`src/rtl/sig_halt_monitor_if.sv`:
```
`default_nettype none
// ============================================================================
// Module   : sig_halt_monitor_if
// Purpose  : Register-file writeback snoop bus seen by the halt monitor.
// Revision : 1.0 - initial release
// ============================================================================
interface sig_halt_monitor_if #(
  parameter int DATA_W     = 32,
  parameter int REG_ADDR_W = 5
);
  logic                  wb_en;
  logic [REG_ADDR_W-1:0] wb_rd;
  logic [DATA_W-1:0]     wb_data;

  modport master (output wb_en, output wb_rd, output wb_data);
  modport slave  (input  wb_en, input  wb_rd, input  wb_data);
endinterface
`default_nettype wire

```
`src/rtl/sig_halt_monitor.sv`:
```
`default_nettype none
// ============================================================================
// Module   : sig_halt_monitor
// Purpose  : End-of-test monitor: pass/fail signature and cycle timeout detect.
// Revision : 1.0 - initial release
// ============================================================================
module sig_halt_monitor #(
  parameter int          DATA_W     = 32,
  parameter int          REG_ADDR_W = 5,
  parameter int          NUM_SIG    = 2,
  parameter int          SIG_BASE   = 30,
  parameter logic [31:0] PASS_VAL   = 32'hBEEFBEEF,
  parameter logic [31:0] FAIL_VAL   = 32'hDEADDEAD,
  parameter int          TIMEOUT    = 1000,
  parameter int          CNT_W      = 32
) (
  input  wire logic               clk,
  input  wire logic               nrst,
  input  wire logic               arm,
  input  wire logic               clear,
  sig_halt_monitor_if.slave       wb,
  output logic                    halt,
  output logic                    pass,
  output logic                    fail,
  output logic                    timeout,
  output logic [NUM_SIG-1:0]      sig_hit,
  output logic [CNT_W-1:0]        cycle_cnt
);

  typedef enum logic [2:0] {
    S_IDLE = 3'd0,
    S_RUN  = 3'd1,
    S_PASS = 3'd2,
    S_FAIL = 3'd3,
    S_TOUT = 3'd4
  } state_t;

  localparam logic [DATA_W-1:0] c_pass_val = DATA_W'(PASS_VAL);
  localparam logic [DATA_W-1:0] c_fail_val = DATA_W'(FAIL_VAL);
  localparam logic [CNT_W-1:0]  c_tout_last = CNT_W'(TIMEOUT - 1);
  localparam bit                c_tout_en   = (TIMEOUT != 0);

  state_t               r_state;
  state_t               w_state_nxt;
  logic [NUM_SIG-1:0]   r_sig_hit;
  logic [NUM_SIG-1:0]   w_sig_hit_nxt;
  logic [CNT_W-1:0]     r_cnt;
  logic [CNT_W-1:0]     w_cnt_nxt;
  logic                 w_fail_wr;
  logic                 r_halt;
  logic                 r_pass;
  logic                 r_fail;
  logic                 r_tout;

  always_ff @(posedge clk or negedge nrst) begin
    if (!nrst) begin
      r_state   <= S_IDLE;
      r_sig_hit <= '0;
      r_cnt     <= '0;
      r_halt    <= 1'b0;
      r_pass    <= 1'b0;
      r_fail    <= 1'b0;
      r_tout    <= 1'b0;
    end else begin
      r_state   <= w_state_nxt;
      r_sig_hit <= w_sig_hit_nxt;
      r_cnt     <= w_cnt_nxt;
      r_pass    <= (w_state_nxt == S_PASS);
      r_fail    <= (w_state_nxt == S_FAIL);
      r_tout    <= (w_state_nxt == S_TOUT);
      r_halt    <= (w_state_nxt == S_PASS) || (w_state_nxt == S_FAIL) ||
                   (w_state_nxt == S_TOUT);
    end
  end

  always_comb begin
    w_state_nxt   = r_state;
    w_sig_hit_nxt = r_sig_hit;
    w_cnt_nxt     = r_cnt;
    w_fail_wr     = 1'b0;

    if (clear) begin
      w_state_nxt   = S_IDLE;
      w_sig_hit_nxt = '0;
      w_cnt_nxt     = '0;
    end else begin
      case (r_state)
        S_IDLE: begin
          w_sig_hit_nxt = '0;
          w_cnt_nxt     = '0;
          if (arm) w_state_nxt = S_RUN;
        end
        S_RUN: begin
          if (r_cnt != '1) w_cnt_nxt = r_cnt + 1'b1;
          // Hit bits mirror register contents, so any non-pass write drops the bit.
          for (int i = 0; i < NUM_SIG; i++) begin
            if (wb.wb_en && (wb.wb_rd == REG_ADDR_W'(SIG_BASE + i))) begin
              w_sig_hit_nxt[i] = (wb.wb_data == c_pass_val);
              if (wb.wb_data == c_fail_val) w_fail_wr = 1'b1;
            end
          end
          if (w_fail_wr)
            w_state_nxt = S_FAIL;
          else if (&w_sig_hit_nxt)
            w_state_nxt = S_PASS;
          else if (c_tout_en && (r_cnt == c_tout_last))
            w_state_nxt = S_TOUT;
        end
        default: ;  // terminal states hold everything frozen
      endcase
    end
  end

  assign halt      = r_halt;
  assign pass      = r_pass;
  assign fail      = r_fail;
  assign timeout   = r_tout;
  assign sig_hit   = r_sig_hit;
  assign cycle_cnt = r_cnt;

endmodule
`default_nettype wire

```
`src/flat_wrapper.sv`:
```
// flat-port wrapper written by rule: the top's interface ports become plain ports
module sig_halt_monitor_flat 
#(
  parameter int          DATA_W     = 32,
  parameter int          REG_ADDR_W = 5,
  parameter int          NUM_SIG    = 2,
  parameter int          SIG_BASE   = 30,
  parameter logic [31:0] PASS_VAL   = 32'hBEEFBEEF,
  parameter logic [31:0] FAIL_VAL   = 32'hDEADDEAD,
  parameter int          TIMEOUT    = 1000,
  parameter int          CNT_W      = 32
)
  (clk, nrst, arm, clear, halt, pass, fail, timeout, sig_hit, cycle_cnt, wb_wb_en, wb_wb_rd, wb_wb_data);
  sig_halt_monitor_if #(.DATA_W(DATA_W), .REG_ADDR_W(REG_ADDR_W)) wb_i ();
  input  wire logic clk;
  input  wire logic nrst;
  input  wire logic arm;
  input  wire logic clear;
  output logic halt;
  output logic pass;
  output logic fail;
  output logic timeout;
  output logic [NUM_SIG-1:0] sig_hit;
  output logic [CNT_W-1:0] cycle_cnt;
  input wire logic [$bits(wb_i.wb_en)-1:0] wb_wb_en;
  input wire logic [$bits(wb_i.wb_rd)-1:0] wb_wb_rd;
  input wire logic [$bits(wb_i.wb_data)-1:0] wb_wb_data;
  assign wb_i.wb_en = wb_wb_en;
  assign wb_i.wb_rd = wb_wb_rd;
  assign wb_i.wb_data = wb_wb_data;
  sig_halt_monitor #(.DATA_W(DATA_W), .REG_ADDR_W(REG_ADDR_W), .NUM_SIG(NUM_SIG), .SIG_BASE(SIG_BASE), .PASS_VAL(PASS_VAL), .FAIL_VAL(FAIL_VAL), .TIMEOUT(TIMEOUT), .CNT_W(CNT_W)) u_core (.clk(clk), .nrst(nrst), .arm(arm), .clear(clear), .wb(wb_i), .halt(halt), .pass(pass), .fail(fail), .timeout(timeout), .sig_hit(sig_hit), .cycle_cnt(cycle_cnt));
endmodule
```
`config.mk`:
```
export PLATFORM = sky130hd
export DESIGN_NAME = sig_halt_monitor_flat
export DESIGN_NICKNAME = d
export VERILOG_FILES = /design/src/rtl/sig_halt_monitor_if.sv /design/src/rtl/sig_halt_monitor.sv /design/src/flat_wrapper.sv
export SDC_FILE = /design/constraint.sdc
export NUM_CORES = 1
export LEC_CHECK = 0
export CAP_MARGIN = 10
export CORE_MARGIN = 2
export CORE_UTILIZATION = 46
export DETAILED_ROUTE_END_ITERATION = 12
export GPL_TIMING_DRIVEN = 0
export PLACE_DENSITY = 0.8
export SLEW_MARGIN = 20
export SYNTH_ARGS = -nofsm -noshare
export SYNTH_HDL_FRONTEND = slang
export SYNTH_SLANG_ARGS = --single-unit
```
`constraint.sdc`:
```
create_clock -name clk -period 2.8 [get_ports clk]
set_input_delay 0.84 -clock clk [delete_from_list [all_inputs] [get_ports clk]]
set_output_delay 0.84 -clock clk [all_outputs]
set_load 0.005 [all_outputs]
```
== Word-level counts from Yosys, hierarchy flattened ==
Index checks and enable logic that the tools add are counted.

* Flip-flop bits (word level): 41
* Bits in latches: 0
* Bits in writable memories: 0
* Bits in read-only memories: 0
* Bits of input ports: 42
* Output and inout port bits: 38
* Word-level logic and storage cells: 50
* Memories: 0

* Add/subtract/negate cells: 1
* Multiply operators: 0
* Div/mod/pow operators: 0
* Order comparisons: 0
* Equality and inequality tests: 11
* Shift operators: 0
* Multiplexer cells: 23
* Bitwise gates (word level): 0
* Reduce and logical (&&, ||, !) cells: 8

{| class="wikitable"
|+ Operators with widths
! operator !! number
|-
| == test 32 bit, second input constant || 2
|-
| 2-to-1 mux 32 bit || 2
|-
| one-hot mux 32 bit (2 select lines) || 1
|-
| adder 32 x 1 -> 32 bit, second input constant || 1
|-
| == test 32 x 10 -> 1 bit, second input constant || 1
|-
| != test 32 bit, second input constant || 1
|-
| 2-to-1 mux 3 bit || 5
|-
| 2-to-1 mux 1 bit || 12
|-
| == test 5 bit, second input constant || 2
|-
| == test 3 x 2 -> 1 bit, second input constant || 2
|-
| one-hot mux 3 bit (2 select lines) || 1
|-
| one-hot mux 2 bit (2 select lines) || 1
|-
| AND reduction 2 bit || 2
|-
| == test 3 x 1 -> 1 bit, second input constant || 1
|-
| == test 3 bit, second input constant || 1
|-
| zero test 3 bit || 1
|-
| != test 3 x 2 -> 1 bit, second input constant || 1
|-
| nonzero test 3 bit || 1
|-
| logical AND 1 bit || 2
|-
| logical OR 1 bit || 2
|-
| 2-to-1 mux 2 bit || 1
|}

== Longest topological paths before layout ==
Gate-level depths: netlist (run 1).

* Depth after elaboration: 13
* Depth in mapped cells: 8
* Mapped depth without buffers: 7

== Worst setup path after synthesis (run 1) ==
Ideal clock, no wire load.

* Kind: input-to-reg
* Start: input port clear
* End: register u_core.r_cnt[11] (netlist: u_core.cycle_cnt[11])
* Library setup time: 79 ps
* Arrival: 2,627 ps
* Required time: 2,721 ps
* Setup slack: 94 ps
* Cell stages on the path: 7
* Buffers on the path: 1
* Path through: clkbuf_1 -> nor4b_2 -> nand2_1 -> nor3_2 -> a211oi_1 -> nand3_1 -> mux2i_1

* Word-level cells in the longest chain between the ends: 2
* Elaborated cells on any way between the ends: 4
* Classes of those cells: 1 x eq/ne; 1 x mux; 2 x reduce/logical

{| class="wikitable"
|+ RTL lines
! item !! RTL line !! RTL
|-
| from (decl) || flat_wrapper.sv:18 || <nowiki>input wire logic clear;</nowiki>
|-
| != test 3 x 2 -> 1 bit (no line) or nonzero test 3 bit (tied branches) || n/a ||
|-
| AND reduction 2 bit (no line) || n/a ||
|-
| to (signal assigned) || sig_halt_monitor.sv:67 || <nowiki>r_cnt <= w_cnt_nxt;</nowiki>
|-
| to (decl) || sig_halt_monitor.sv:47 || <nowiki>logic [CNT_W-1:0] r_cnt;</nowiki>
|}

Parallel ways exist; a longest one is shown, timed or not.
A chain may end at the register's enable or synchronous reset.

== Worst setup path in the final report (run 1) ==
* Start: register u_core.r_cnt[7] (netlist: u_core.cycle_cnt[7])
* End: register u_core.r_cnt[11] (netlist: u_core.cycle_cnt[11])

* Word-level cells in the longest chain between the ends: 4
* Elaborated cells on any way between the ends: 7
* Classes of those cells: 1 x add/sub; 2 x eq/ne; 3 x mux; 1 x reduce/logical

{| class="wikitable"
|+ RTL lines
! item !! RTL line !! RTL
|-
| adder 32 x 1 -> 32 bit || sig_halt_monitor.sv:94 || <nowiki>if (r_cnt != '1) w_cnt_nxt = r_cnt + 1'b1;</nowiki>
|-
| 2-to-1 mux 32 bit || sig_halt_monitor.sv:94 ||
|-
| one-hot mux 32 bit (2 select lines) || sig_halt_monitor.sv:87 || <nowiki>case (r_state)</nowiki>
|-
| 2-to-1 mux 32 bit || sig_halt_monitor.sv:82 || <nowiki>if (clear) begin</nowiki>
|}

Parallel ways exist; a longest one is shown, timed or not. The select of a mux whose other input is x is not followed.

==> impl_metrics.tcl, run 1 <==
set metrics [dict create \
    status "completed" \
    cp-end-kind "flip-flop" \
    netlist.area_leader.share_pct 42.0 \
    grt_pass1_vias 2565 \
    final_hold_viol_count 0 \
    postSynthAreaPerCell_sq_um 8.91 \
    synth_most_common_cell "dfrtp_1" \
    internal_power_mw 1.04 \
    vias 2585 \
    grtUsageTotal_pct 24.7 \
    cp_slowest_cell "or4_1" \
    power_frac_clock_pct 43.4 \
    finalSetupViolCount 0 \
    clk_root_buffer_cell "clkbuf_8" \
    grt_first_pass_wirelength_um 11900 \
    antenna_found_initial 0 \
    crit_arrival_ns 2.85 \
    crit_start "u_core.cycle_cnt[7]" \
    drtPass1Iterations 4 \
    seqPwrFrac_pct 44.7 \
    synth_warnings 0 \
    place_hpwl_um 5280 \
    combinationalPowerShare_pct 11.9 \
    htree_levels 2 \
    clkLatencyLatePin_ns 0.30 \
    initialDrtViolationCount 223 \
    netlist_top_cells_area "dfrtp_1 42%, nand2_1 4.5%, nand4_1 3.8%, nor2_1 3.7%, a21oi_1 3.3%" \
    nets 405 \
    r2r_end "u_core.cycle_cnt[11]" \
    p_leak_nw 1.34 \
    seq_area_frac_synth_pct 42.0 \
    p_switching_mw 0.317 \
    drc 0 \
    postSynthCellCount 274 \
    critPathMaxStageDelay_ns 0.54 \
    grt_setup_unrepaired "no" \
    wl_per_cell_um 16.2 \
    die-area_sq_um 5910 \
    antenna_cells 0 \
    drv_slew 0 \
    cts_tree "built" \
    start_kind "flip-flop" \
    clock_sinks 41 \
    r2r_slack_ns 0.18 \
    drive_gt1_share_pct 7.99 \
    switching_share_pct 23.3 \
    drt-vias-per-instance 5.97 \
    max_freq_mhz 382 \
    cp_cell_sequence "nand4_2 -> or4_1 -> buf_2 -> nor3_1 -> buf_2 -> a211oi_1 -> nand3_1 -> mux2i_1" \
    crit_type "flip-flop to flip-flop" \
    worst-path-buf-inv 2 \
    routabilityCongestion 0.890 \
    fin_skew_ns 0.00425 \
    place_area_sq_um 3330 \
    slew-limit-headroom_pct 49.3 \
    rows 26 \
    die_y_um 76.9 \
    critPathMaxFanout 10 \
    core_area_sq_um 5110 \
    ir_worst_vdd_mv 0.239 \
    critPathRequiredTime_ns 3.03 \
    fin_crit_ns 2.62 \
    gr-total-overflow 0 \
    path_common_cell "buf_2" \
    start_util_pct 47.8 \
    synthArstFlopShare_pct 100 \
    synth.distinct_cells 52 \
    synth_edf_count 0 \
    syn2layout_area_growth_pct 44.1 \
    final_cells 433 \
    critPathTopFamily "simple AND/OR/NAND/NOR gates" \
    p_per_area_nw_per_um2 386 \
    final_util_pct 68.9 \
    clk_pin_slew_ns 0.08 \
    die_width_um 76.9 \
    synthTopCellsByCount "41 x dfrtp_1, 29 x nand2_1, 24 x nor2_1" \
    port-buffer-count 78 \
    fin_area_sq_um 3520 \
    drt_wl_total_um 7040 \
    reg2reg_from "u_core.cycle_cnt[7]" \
    synthesis.nets 317 \
    fin_crit_sh_pct 93.6 \
    ant_nets 0 \
    worst_slew_pin_slew_ns 0.756 \
    clockBufferDepth 2 \
    grt_start_max_net_pins 24 \
    ios 80 \
    numCtsBuffers 5 \
    synth_top_cell_by_area "dfrtp_1" \
    hp-class "input pin to async pin" \
    synthFlopType "dfrtp_1" \
    dpl.cell_count 423 \
    syn_area_sq_um 2440 \
    reg2reg_depth 8 \
    finalPower_mw 1.36 \
    tns_ns 0 \
    ys_ff_latch 41 \
    cap_violations 0 \
]
power by group through the flow:
| stage | clock [mW] | combinational, mW | sequential, mW |
|---|---|---|---|
| 2_1_floorplan | 0 | 0.0565 | 0.616 |
| 5_1_grt | 0.622 | 0.178 | 0.608 |
| 4_1_cts | 0.597 | 0.157 | 0.607 |
| 3_5_place_dp | 0 | 0.155 | 0.618 |
| 6_report | 0.589 | 0.162 | 0.607 |
| 3_3_place_gp | 0 | 0.146 | 0.618 |
flip-flops by register name, indices dropped and copies added (netlist names):
name,count
u_core.cycle_cnt,32
u_core.fail,1
u_core.halt,1
u_core.pass,1
u_core.r_state,3
u_core.sig_hit,2
u_core.timeout,1
worst reg2reg max path, cell delays in order, from the launching register on:
cell and delay [ns]:
dfrtp_1 0.43, nand4_2 0.19, or4_1 0.54, buf_2 0.18, nor3_1 0.30, buf_2 0.32, a211oi_1 0.23, nand3_1 0.17
mux2i_1 0.19
kinds of logic after synthesis:
| logic type | Yosys count | share of synthesized area (%) |
|---|---|---|
| simple gates | 143 | 32.8 |
| compound gates | 62 | 17.9 |
| flops | 41 | 42.0 |
| buf+inv | 15 | 2.41 |
| xor+xnor | 10 | 3.59 |
| mux | 2 | 0.820 |
| fa+ha+maj | 1 | 0.512 |
cells in the final DEF, fill, tap and decap left out, drive strengths merged, types with 2 or more instances in the layout:
cell,netlist,final
or2,3,3
and2,3,3
or4,6,6
clkdlybuf4s50,0,77
and3,5,5
a21oi,17,17
bufinv,0,2
inv,8,9
nor3,11,11
a31o,6,6
o211ai,2,2
nor4,9,9
a21o,3,3
a31oi,3,3
dfrtp,41,41
nand4,16,16
and4,3,3
mux2i,2,2
buf,2,6
xor2,4,4
nor4b,4,4
o31ai,6,6
xnor2,6,6
or3,6,6
o311ai,2,2
nand4b,6,6
a211oi,3,3
nor2,24,24
nand3b,2,2
o21ai,12,12
clkbuf,5,10
nand3,12,12
nand2,29,29
nand2b,2,2
routing by layer:
metal | vias up | track usage (%) | share of wire [%]
li1 | 1234 | - | -
met1 | 1224 | 30.4 | 40
met2 | 114 | 43.2 | 51
met3 | 13 | 4.82 | 7.2
met4 | 0 | 8.36 | 1.6
met5 | - | 0 | 0
cell type report:
cell class                 instances  area [sq um]
buffer                             7          28.8
fill                             419          1590
clock buffer                       5          68.8
timing repair buffer              81           818
sequential                        41          1030
inverter                           8          30.0
clock inverter                     3          68.8
tap                               70          87.6
multi-input combinational        218          1390
timing repair:
action	4_1_cts	5_1_grt
setup endpoints to repair	20	23
gates resized for setup	1	5
buffers inserted	0	2
pin swaps	0	0
hold buffers	0	0
worst max-delay path by stage:
stage	endpoint	depth (start not counted)
after CTS	u_core.cycle_cnt[11]	7
after detailed placement	u_core.cycle_cnt[11]	7
after floorplan	u_core.cycle_cnt[11]	7
after global placement	u_core.cycle_cnt[11]	7
after global routing	u_core.cycle_cnt[11]	8
final	u_core.cycle_cnt[11]	8
through the flow:
stage               setup slack, ns  hold WS (ns)
global placement             -0.470         0.525
CTS                         0.00201         0.503
finish                        0.179         0.494
floorplan                    0.0938         0.498
global route                 0.0323         0.516
detailed placement           -0.533         0.530
No activity file was read; power rests on OpenSTA's default activity.
==> run 2: changes to the inputs <==
--- a/config.mk
+++ b/config.mk
@@ -6,7 +6,7 @@
 export NUM_CORES = 1
 export LEC_CHECK = 0
 export CAP_MARGIN = 10
-export CORE_MARGIN = 2
+export CORE_MARGIN = 4
 export CORE_UTILIZATION = 46
 export DETAILED_ROUTE_END_ITERATION = 12
 export GPL_TIMING_DRIVEN = 0
==> constraint.sdc (replaced) <==
create_clock -name clk -period 2.6 [get_ports clk]
set_input_delay 0.78 -clock clk [delete_from_list [all_inputs] [get_ports clk]]
set_output_delay 0.78 -clock clk [all_outputs]
set_load 0.005 [all_outputs]
==> run 2 against run 1 <==
  * Register-to-register slack worse by 0.05 ns
  * Sequential cell count unchanged
  * Non-clock buffer count up 7
  * Largest cell class unchanged
  * Clock power up 6.5%
  * Critical path depth down 1
  * Clock-buffer cell count unchanged
==> impl_metrics.tcl, run 2 (same netlist as run 1, synthesis figures left out) <==
set metrics [dict create \
    status "completed" \
    crit_arrival_ns 2.74 \
    place_hpwl_um 5400 \
    fillers 429 \
    initialDrtViolationCount 235 \
    drc 0 \
    grt_start_max_net_pins 30 \
    fin_skew_ns 0.00623 \
    slew-limit-headroom_pct 46.4 \
    final_cell_mix "77 x clkdlybuf4s50_1, 38 x dfrtp_1, 29 x nand2_1" \
    fin_crit_sh_pct 98.1 \
    clockBufferDepth 2 \
    port-buffer-count 78 \
    rows 26 \
    fin_crit_ns 2.55 \
    cp_cell_sequence "clkbuf_1 -> o21bai_1 -> nand2_1 -> or4_4 -> a2111oi_4 -> xnor2_1 -> nor2_1" \
    routabilityCongestion 0.919 \
    worst_slew_pin_slew_ns 0.801 \
    dpl.cell_count 423 \
    drv_slew 0 \
    drt_wl_total_um 7490 \
    drt-vias-per-instance 6.02 \
    vias 2649 \
    critPathMaxStageDelay_ns 0.62 \
    critPathMaxFanout 7 \
    p_per_area_nw_per_um2 403 \
    die_y_um 80.9 \
    antenna_found_initial 0 \
    antenna_cells 0 \
    ir_worst_vdd_mv 0.222 \
    core_area_sq_um 5140 \
    reg2reg_depth 7 \
    cp-end-kind "flip-flop" \
    postCtsHoldBufs 0 \
    crit_type "input pin to flip-flop" \
    hp-class "input pin to async pin" \
    syn2layout_area_growth_pct 48.1 \
    dpl_worst_slack_ns -0.374 \
    grt_first_pass_wirelength_um 12100 \
    numCtsBuffers 5 \
    fin_ws_ns 0.0497 \
    htree_levels 2 \
    ant_nets 0 \
    final_common_cell "clkdlybuf4s50_1" \
    start_util_pct 47.5 \
    gr-total-overflow 0 \
    clock_sinks 41 \
    drive_gt1_share_pct 11.1 \
    start_kind "input pin" \
    clk_pin_slew_ns 0.09 \
    clk_root_buffer_cell "clkbuf_8" \
    grt_pass1_vias 2535 \
    die_width_um 80.9 \
    final_cells 440 \
    wl_per_cell_um 17.0 \
    die-area_sq_um 6540 \
    cap_violations 0 \
    largest_reg_flops 32 \
    final_util_pct 70.4 \
    grtUsageTotal_pct 23.8 \
    critPathRequiredTime_ns 2.78 \
    cp_slowest_cell "or4_4" \
    ios 80 \
    finalSetupViolCount 0 \
    final_hold_viol_count 0 \
    p_leak_nw 1.40 \
    clkLatencyLatePin_ns 0.30 \
    drtPass1Iterations 5 \
    r2r_slack_ns 0.13 \
    cts_tree "built" \
    nets 412 \
    max_freq_mhz 392 \
]
## run 2: final cells by class
cell class                 instances  area (sq um)  share of cell area (%)
tap                               70          87.6                    2.42
buffer                             7          36.3                    1.00
clock inverter                     3          68.8                    1.90
inverter                           8          30.0                   0.830
clock buffer                       5          68.8                    1.90
sequential                        41          1030                    28.5
multi-input combinational        218          1430                    39.6
timing repair buffer              88           863                    23.9
## run 2: worst paths after layout
path,from,end
worst max-delay path,clear,u_core.cycle_cnt[29]
worst min-delay path,nrst,u_core.cycle_cnt[18]
worst max register to register,u_core.cycle_cnt[6],u_core.cycle_cnt[22]
worst min register to register,u_core.sig_hit[0],u_core.sig_hit[0]
max in group asynchronous,nrst,u_core.cycle_cnt[6]
min in group clk,u_core.sig_hit[0],u_core.sig_hit[0]
## run 2: metal layers
layer	track usage, %	vias to the layer above	share of wire [%]
met5	0	-	0
met4	7.09	0	1.5
met3	6.21	12	9.2
met2	42.2	134	50
met1	28.2	1266	39
li1	-	1237	-
## run 2: what timing repair did
item,4_1_cts,5_1_grt
resized for setup,6,11
endpoints found under the setup margin,25,33
buffers inserted,1,8
pin swaps,0,3
## run 2: power breakdown
group	switching [mW]	internal, mW	total [mW]
Sequential	0.0104	0.643	0.653
Clock	0.241	0.387	0.627
Combinational	0.0850	0.0937	0.179
## run 2: worst max-delay path: cells and delay by family
| kind | cells | cell delay [ns] |
|---|---|---|
| compound gates | 2 | 0.69 |
| xor+xnor | 1 | 0.17 |
| buf+inv | 1 | 0.28 |
| simple gates | 3 | 0.82 |
## run 2: through the flow
step           hold slack (ns)  area (sq um)  TNS [ns]  total power [mW]
3_3_place_gp             0.525          3320    -19.86             0.828
2_1_floorplan            0.484          2450         0             0.727
6_report                 0.361          3620         0              1.46
3_5_place_dp             0.529          3330     -8.96             0.834
4_1_cts                  0.366          3510         0              1.46
5_1_grt                  0.374          3620   -0.0126              1.52
==> run 3: changes to the inputs <==
--- a/config.mk
+++ b/config.mk
@@ -5,12 +5,14 @@
 export SDC_FILE = /design/constraint.sdc
 export NUM_CORES = 1
 export LEC_CHECK = 0
+export ABC_AREA = 1
 export CAP_MARGIN = 10
 export CORE_MARGIN = 4
-export CORE_UTILIZATION = 46
+export CORE_UTILIZATION = 49
 export DETAILED_ROUTE_END_ITERATION = 12
 export GPL_TIMING_DRIVEN = 0
 export PLACE_DENSITY = 0.8
+export REMOVE_ABC_BUFFERS = 1
 export SLEW_MARGIN = 20
 export SYNTH_ARGS = -nofsm -noshare
 export SYNTH_HDL_FRONTEND = slang
==> run 3 against run 2 <==
  * Cell area increased by 10%
  * Final cell count increased by 38%
  * Clock-buffer cell count increased by 2
  * Power decreased by 16%
  * Global-route usage increased by 1.5 points
  * Worst hold slack improved by 0.055 ns
  * Sequential cell count unchanged
  * Maximum frequency increased by 15%
  * Synthesized cell count increased by 65%
  * Synthesized area increased by 25%
  * Clock skew about the same
  * Largest power group unchanged
==> impl_metrics.tcl, run 3 <==
set metrics [dict create \
    status "completed" \
    postSynthAreaPerCell_sq_um 6.73 \
    finalPower_mw 1.23 \
    numCtsBuffers 5 \
    clk_pin_slew_ns 0.08 \
    gr-total-overflow 0 \
    worst_slew_pin_slew_ns 0.508 \
    drv_slew 0 \
    critPathMaxFanout 35 \
    largest_reg_flops 32 \
    met1_length_um 3860 \
    start_kind "flip-flop" \
    clock_sinks 41 \
    cts_tree "built" \
    drc 0 \
    drive_gt1_share_pct 9.98 \
    syn2layout_area_growth_pct 31.3 \
    multi_input_area_sq_um 1730 \
    p_per_area_nw_per_um2 308 \
    synthTopCellsByCount "139 x nand2_1, 72 x nor2_1, 48 x inv_1" \
    seqCellArea_sq_um 1030 \
    top_layer "met4" \
    netlist_top_cells_area "dfrtp_1 34%, nand2_1 17%, nor2_1 8.9%, inv_1 5.9%, o21ai_2 4.3%" \
    crit_start "u_core.r_state[1]" \
    synth_warnings 0 \
    final_cell_mix "139 x nand2_1, 77 x clkdlybuf4s50_1, 72 x nor2_1" \
    ir_worst_vdd_mv 0.206 \
    initialDrtViolationCount 285 \
    grt_start_max_net_pins 36 \
    grt_pass1_vias 3217 \
    fin_ws_ns 0.380 \
    reg2reg_from "u_core.r_state[1]" \
    postSynthCellCount 452 \
    clkLatencyLatePin_ns 0.29 \
    synth_most_common_cell "nand2_1" \
    ant_nets 0 \
    clockBufferDepth 2 \
    port-buffer-count 79 \
    core_area_sq_um 5960 \
    p_leak_nw 1.70 \
    die_width_um 86.8 \
    hp-class "input pin to async pin" \
    grtUsageTotal_pct 25.3 \
    antenna_cells 0 \
    max_freq_mhz 450 \
    clk_root_buffer_cell "clkbuf_8" \
    fin_crit_sh_pct 85.4 \
    synthFlopType "dfrtp_1" \
    place_area_sq_um 3870 \
    crit_arrival_ns 2.41 \
    dpl.cell_count 598 \
    ios 80 \
    tns_ns 0 \
    drt_wl_total_um 8990 \
    wl_met2_um 4280 \
    slew-limit-headroom_pct 66.1 \
    grt_setup_unrepaired "no" \
    fillers 543 \
    htree_levels 2 \
    synthArstFlopShare_pct 100 \
    final_common_cell "nand2_1" \
    routabilityCongestion 0.921 \
    fin_area_sq_um 3990 \
    synth.distinct_cells 35 \
    die_y_um 86.8 \
    netlist.area_leader.share_pct 33.7 \
    rows 28 \
    vias 3293 \
    drt-vias-per-instance 5.43 \
    ys_ff_latch 41 \
    die-area_sq_um 7530 \
    start_util_pct 51.1 \
    cap_violations 0 \
    antenna_found_initial 0 \
    dpl_worst_slack_ns -0.748 \
    critPathRequiredTime_ns 2.79 \
    wl_per_cell_um 14.8 \
    synth_top_cell_by_area "dfrtp_1" \
    place_hpwl_um 7020 \
    synth_edf_count 0 \
    fin_crit_ns 2.22 \
    syn_area_sq_um 3040 \
    finalSetupViolCount 0 \
    cp-end-kind "flip-flop" \
    seq_area_frac_synth_pct 33.7 \
    crit_type "flip-flop to flip-flop" \
    met3_wirelength_um 602 \
    nets 574 \
    fin_skew_ns 0.00673 \
    final_cells 606 \
    drtPass1Iterations 5 \
    final_hold_viol_count 0 \
    grt_first_pass_wirelength_um 15000 \
]
[run 3: cell count changes in the layout (fill, tap and decap cells not counted), sizes merged, moves of 10 or more]
cell,delta
a21oi,-10
buf,-10
inv,+47
nand2,+112
nand3,+17
nor2,+51
nor3,+10
o21ai,+13
[run 3: kinds of logic after synthesis]
family / Yosys count / share of synthesized area (%)
xor gates and xnor gates: 16 / 4.61
and+or+nand+nor: 291 / 43.4
DFF: 41 / 33.7
adders and majority gates: 1 / 0.411
AOI/OAI and AO/OA: 37 / 8.39
buffers and inverters: 66 / 9.46
[run 3: cell type report]
type	instances	share of cell area, %
clock buffers	7	2.16
well taps	75	2.35
flip-flops and latches	41	25.7
inverters	57	5.98
repair buffers	81	20.4
multi-input cells	345	43.4
[run 3: timing repair]
item | in CTS | in global routing
hold buffers | 0 | 0
endpoints found under the hold margin | 0 | 0
endpoints found under the setup margin | 32 | 12
gates resized for setup | 5 | 3
setup buffers | 1 | 0
gates cloned | 0 | 0
[run 3: where the power goes]
part,total [mW],internal [mW],switching (mW)
clock,0.427,0.211,0.216
sequential,0.642,0.640,0.00199
combinational,0.159,0.0763,0.0827
total,1.23,0.927,0.301
[run 3: metal layers]
| layer | vias up | GRT usage [%] |
|---|---|---|
| li1 | 1605 | - |
| met1 | 1525 | 34.3 |
| met2 | 140 | 40.2 |
| met3 | 23 | 3.99 |
| met4 | 0 | 10.2 |
| met5 | - | 0 |
[run 3: final timing paths]
path | slack, ns | cells past startpoint | to
max | 0.38 | 12 | u_core.cycle_cnt[3]
min | 0.42 | 1 | u_core.cycle_cnt[12]
max reg2reg | 0.38 | 12 | u_core.cycle_cnt[3]
min reg2reg | 0.58 | 2 | u_core.sig_hit[1]
max in group asynchronous | 1.69 | 2 | u_core.cycle_cnt[15]
min in group clk | 0.58 | 2 | u_core.sig_hit[1]
[run 3: critical path, stage by stage (launching register included)]
cell	delay, ns
dfrtp_1	0.41
nor2_1	0.16
inv_1	0.09
nor2_4	0.37
nand2_1	0.19
clkinvlp_4	0.12
nand3_2	0.09
nand2_4	0.27
inv_16	0.13
nand2_1	0.11
nand2_1	0.05
o21ai_0	0.06
nor2_1	0.05
[run 3: metrics by stage]
step / utilization (%) / hold WS (ns)
floorplan: - / 0.484
global placement: 64.8 / 0.555
detailed placement: 65.0 / 0.564
CTS: 66.9 / 0.429
global route: 67.1 / 0.465
finish: 67.1 / 0.415
